==> src/rtl/button_debouncer.sv <==
// Multi-channel pushbutton debouncer: two-flop synchronizer, per-channel
// stability counter, debounced level plus one-cycle press/release pulses.
module button_debouncer #(
  parameter int NUM_BTN         = 4,
  parameter int DEBOUNCE_CYCLES = 500000,
  parameter bit ACTIVE_LOW      = 1'b1
) (
  input  logic               i_clk,
  input  logic               i_rst,
  input  logic [NUM_BTN-1:0] i_btn_raw,
  output logic [NUM_BTN-1:0] o_btn_stable,
  output logic [NUM_BTN-1:0] o_btn_press,
  output logic [NUM_BTN-1:0] o_btn_release,
  output logic [31:0]        o_btn_word
);

  localparam int CW = (DEBOUNCE_CYCLES > 2) ? $clog2(DEBOUNCE_CYCLES) : 1;
  localparam logic [CW-1:0] CNT_MAX = CW'(DEBOUNCE_CYCLES - 1);

  logic [NUM_BTN-1:0] btn_in;
  logic [NUM_BTN-1:0] sync1;
  logic [NUM_BTN-1:0] sync2;
  logic [NUM_BTN-1:0] stable;
  logic [NUM_BTN-1:0] press;
  logic [NUM_BTN-1:0] rel;
  logic [CW-1:0]      count [NUM_BTN];

  // Normalise polarity so a pressed button is always 1 internally.
  assign btn_in = ACTIVE_LOW ? ~i_btn_raw : i_btn_raw;

  always_ff @(posedge i_clk) begin
    if (i_rst) begin
      sync1  <= '0;
      sync2  <= '0;
      stable <= '0;
      press  <= '0;
      rel    <= '0;
      for (int i = 0; i < NUM_BTN; i++) begin
        count[i] <= '0;
      end
    end else begin
      sync1 <= btn_in;
      sync2 <= sync1;
      press <= '0;
      rel   <= '0;
      for (int i = 0; i < NUM_BTN; i++) begin
        if (sync2[i] == stable[i]) begin
          count[i] <= '0;
        end else if (count[i] == CNT_MAX) begin
          // Level held long enough: commit it and pulse in the same edge.
          stable[i] <= sync2[i];
          count[i]  <= '0;
          press[i]  <= sync2[i];
          rel[i]    <= ~sync2[i];
        end else begin
          count[i] <= count[i] + CW'(1);
        end
      end
    end
  end

  assign o_btn_stable  = stable;
  assign o_btn_press   = press;
  assign o_btn_release = rel;
  assign o_btn_word    = 32'(stable);

endmodule

==> config.mk <==
export PLATFORM = sky130hd
export DESIGN_NAME = button_debouncer
export DESIGN_NICKNAME = d
export VERILOG_FILES = /design/src/rtl/button_debouncer.sv
export SDC_FILE = /design/constraint.sdc
export NUM_CORES = 1
export LEC_CHECK = 0
export ABC_CLOCK_PERIOD_IN_PS = 2450
export CAP_MARGIN = 25
export CORE_ASPECT_RATIO = 1.75
export CORE_MARGIN = 2
export CORE_UTILIZATION = 55
export CTS_CLUSTER_DIAMETER = 50
export DETAILED_ROUTE_END_ITERATION = 6
export PLACE_DENSITY = 0.77
export RECOVER_POWER = 100
export SETUP_SLACK_MARGIN = 0.5
export SYNTH_ARGS = -nofsm -noshare
export SYNTH_HDL_FRONTEND = slang
export SYNTH_SLANG_ARGS = --single-unit
export TNS_END_PERCENT = 5
==> constraint.sdc <==
create_clock -name i_clk -period 2.45 [get_ports i_clk]
set_clock_uncertainty 0.15 [all_clocks]
set_input_delay 0.245 -clock i_clk [delete_from_list [all_inputs] [get_ports i_clk]]
set_output_delay 0.245 -clock i_clk [all_outputs]
set_load 0.03 [all_outputs]
==> results of run 1 <==
==> final timing paths <==
kind	endpoint
worst max-delay path	count[2][12]$_SDFFCE_PN0P_
worst min-delay path	sync1[3]$_SDFF_PP0_
worst min register to register	sync2[1]$_SDFF_PP0_
worst max register to register	count[2][12]$_SDFFCE_PN0P_
==> cell type report <==
type | instances | area share [%]
flip-flops and latches | 96 | 42.1
multi-input cells | 447 | 41.2
repair buffers | 62 | 8.46
clock buffers | 12 | 4.02
well taps | 120 | 2.36
clock inverters | 4 | 1.20
inverters | 12 | 0.707
==> worst register-to-register path: stages, from the launching register on <==
cell and delay [ns]:
edfxtp_1 0.45, clkbuf_4 0.18, nor4b_1 0.32, nand4_1 0.13, buf_4 0.18, o21ai_2 0.12, buf_4 0.25, nor2_1 0.09
==> power groups by stage <==
stage | logic [W] | registers [W] | clock network [W]
floorplan | 0.000196 | 0.00190 | 0
global placement | 0.000189 | 0.00191 | 0
detailed placement | 0.000191 | 0.00192 | 0
CTS | 0.000210 | 0.00188 | 0.00157
global route | 0.000263 | 0.00189 | 0.00165
finish | 0.000238 | 0.00188 | 0.00154
==> layer usage <==
metal / track usage, % / vias to the layer above
met3: 3.85 / 17
met4: 8.48 / 0
met2: 36.6 / 84
met5: 0 / -
met1: 24.1 / 1859
li1: - / 1943
==> flip-flops by register name (all words and copies together), names as in the netlist <==
signal	count
count	76
o_btn_press	4
o_btn_release	4
o_btn_stable	4
sync1	4
sync2	4
==> synth_stat cells (7+ instances only) <==
library cell,instances,area [um^2]
nor4_1,12,75.1
nand2b_1,8,50.1
and4_1,7,61.3
nor3_1,13,65.1
o21ai_0,10,50.1
dfxtp_1,20,400
o31ai_1,10,75.1
nor2_1,64,240
nand2_1,24,90.1
or4_1,12,90.1
xnor2_1,27,236
and3_1,12,75.1
edfxtp_1,76,2280
a21oi_1,23,115
xor2_1,24,210
buf_4,32,240
or3_1,15,93.8
nand4_1,21,131
nand3_1,26,130
inv_1,12,45.0
==> what timing repair did <==
item | CTS | global route
gates resized for setup | 12 | 20
pin swaps | 6 | 11
setup endpoints to repair | 61 | 77
buffers inserted | 13 | 20
gates cloned | 0 | 0
==> cells by family after synthesis <==
group	share of synthesized area [%]
xor+xnor	8.74
other cells	0.147
fa+ha+maj	0.979
compound gates	5.78
flops	52.5
buf+inv	6.46
simple gates	25.4
==> stage by stage <==
step           hold slack, ns  cell area [um^2]  utilization [%]  std cells  worst slack (ns)
2_1_floorplan           0.162              5540                -        597             0.437
3_3_place_gp            0.277              5660             62.6        704             0.335
3_5_place_dp            0.277              5660             62.6        704             0.251
4_1_cts                 0.251              6160             68.2        733             0.443
5_1_grt                 0.287              6370             70.5        753             0.182
6_report                0.256              6370             70.5        753             0.262
==> out/qor.yml, run 1 <==
synth:
  syn_area_per_cell_um2: 10.3
  ys_ff_latch: 96
  netlist_instances: 495
  synth_cell_types: 39
  yosysSeqAreaShare_pct: 52.5
  synth-edff-count: 76
  netlist_area_um2: 5110
  ys_warn_count: 0
  async_flop_share_pct: 0
  synth-main-ff-cell: "edfxtp_1"
clocking:
  clk_pin_slew_worst_paths_ns: 0.06
  cts_buffers: 9
  cts_max_level: 3
  tritoncts: "done"
  max-clock-path-buffers: 2
  clock_sinks: 96
  postCtsHoldBufs: 0
  insertion_delay_ns: 0.34
  cts_root_buf: "clkbuf_16"
timing:
  finalCritPeriodShare_pct: 89.3
  worst_pin_slew_ns: 1.01
  final_max_slew_viol_count: 0
  slew_headroom_pct: 32.8
  setup_viol: 0
  fin_crit_ns: 2.19
  hold_viol_final: 0
  rsz0062_at_grt: "yes"
  max_freq_mhz: 457
  fin_setup_tns_ns: 0
run:
  drv_cap: 0
pwr:
  internal-power_w: 0.00285
  peakVddDrop_v: 0.000476
  power_frac_clock_pct: 42.1
  pwr-share-comb_pct: 6.5
  p_total_w: 0.00366
  pwr-share-seq_pct: 51.4
  powerDensity_nw_per_um2: 575
  sw_frac_of_total_pct: 22.1
  p_leak_nw: 2.31
  power_switching_w: 0.000811
grt:
  grt_pass1_wl_um: 16900
  grt_max_degree: 19
  antenna_found_initial: 0
  grt_pass1_vias: 3734
  gr-total-overflow: 0
  grt_usage_pct: 20.6
worst_setup_path:
  start_kind: "input port"
  rr_worst_depth: 7
  crit_type: "in2reg"
  cp_data_arrival_time_ns: 2.13
  endpoint_kind: "flop"
  r2r-start: "count[2][6]$_SDFFCE_PN0P_"
  slowest_delay_ns: 0.75
  cp.required_ns: 2.39
  regToRegSetupSlack_ns: 0.33
  path_depth: 6
  crit_fanout: 18
  slowest_stage: "clkbuf_1"
  cp_num_buf_inv: 3
  crit_path_cell_trace: "dlygate4sd3_1 > clkbuf_1 > a21oi_1 > o21ai_2 > buf_4 > nor2_1"
  crit_start: "i_rst"
  cp_top_family: "buffers and inverters"
drt:
  vias_per_cell: 5.18
  ant_nets: 0
  wl_per_cell_um: 13.6
  m1WireLength_um: 4050
  drt_pass1_iterations: 4
  wl_met2_um: 5630
  top_layer_used: "met4"
  vias: 3903
  routed_wl_um: 10200
  drcViolationCount: 0
  drt_iter0_markers: 257
  dr_wl_met3_um: 293
floorplanning:
  die_w_um: 76.9
  rows: 46
  core_region_area_um2: 9040
  ios: 50
  dieArea_um2: 10100
  initial_core_util_pct: 56.5
  die_h_um: 132
final_layout:
  syn_to_final_growth_pct: 24.8
  antenna_cells: 0
  layout.nets: 638
  multi_input_area_um2: 2630
  mostFrequentLayoutCell: "conb_1"
  final_cell_mix: "conb_1 (104), edfxtp_1 (76), nor2_1 (64)"
  seqCellArea_um2: 2680
  drive_above_1_share_pct: 14.1
  nFillCells: 705
placed_design:
  hpwl_um: 6900
  gp_congestion: 0.877
  portBuffers: 21
run_status:
  status: "finished, final reports clean"
worst_hold_path:
  min_delay_path_depth: 2
  min_path_type: "in2reg"
  hp-start: "i_btn_raw[3]"
(Power assumes the default switching activity.)
==> run 2, diff against run 1 <==
ABC_CLOCK_PERIOD_IN_PS = unset   (was 2450)
HOLD_SLACK_MARGIN = 0.03   (was unset)
==> results of run 2 <==
No change in the layout: final DEF, timing and power equal those of run 1.
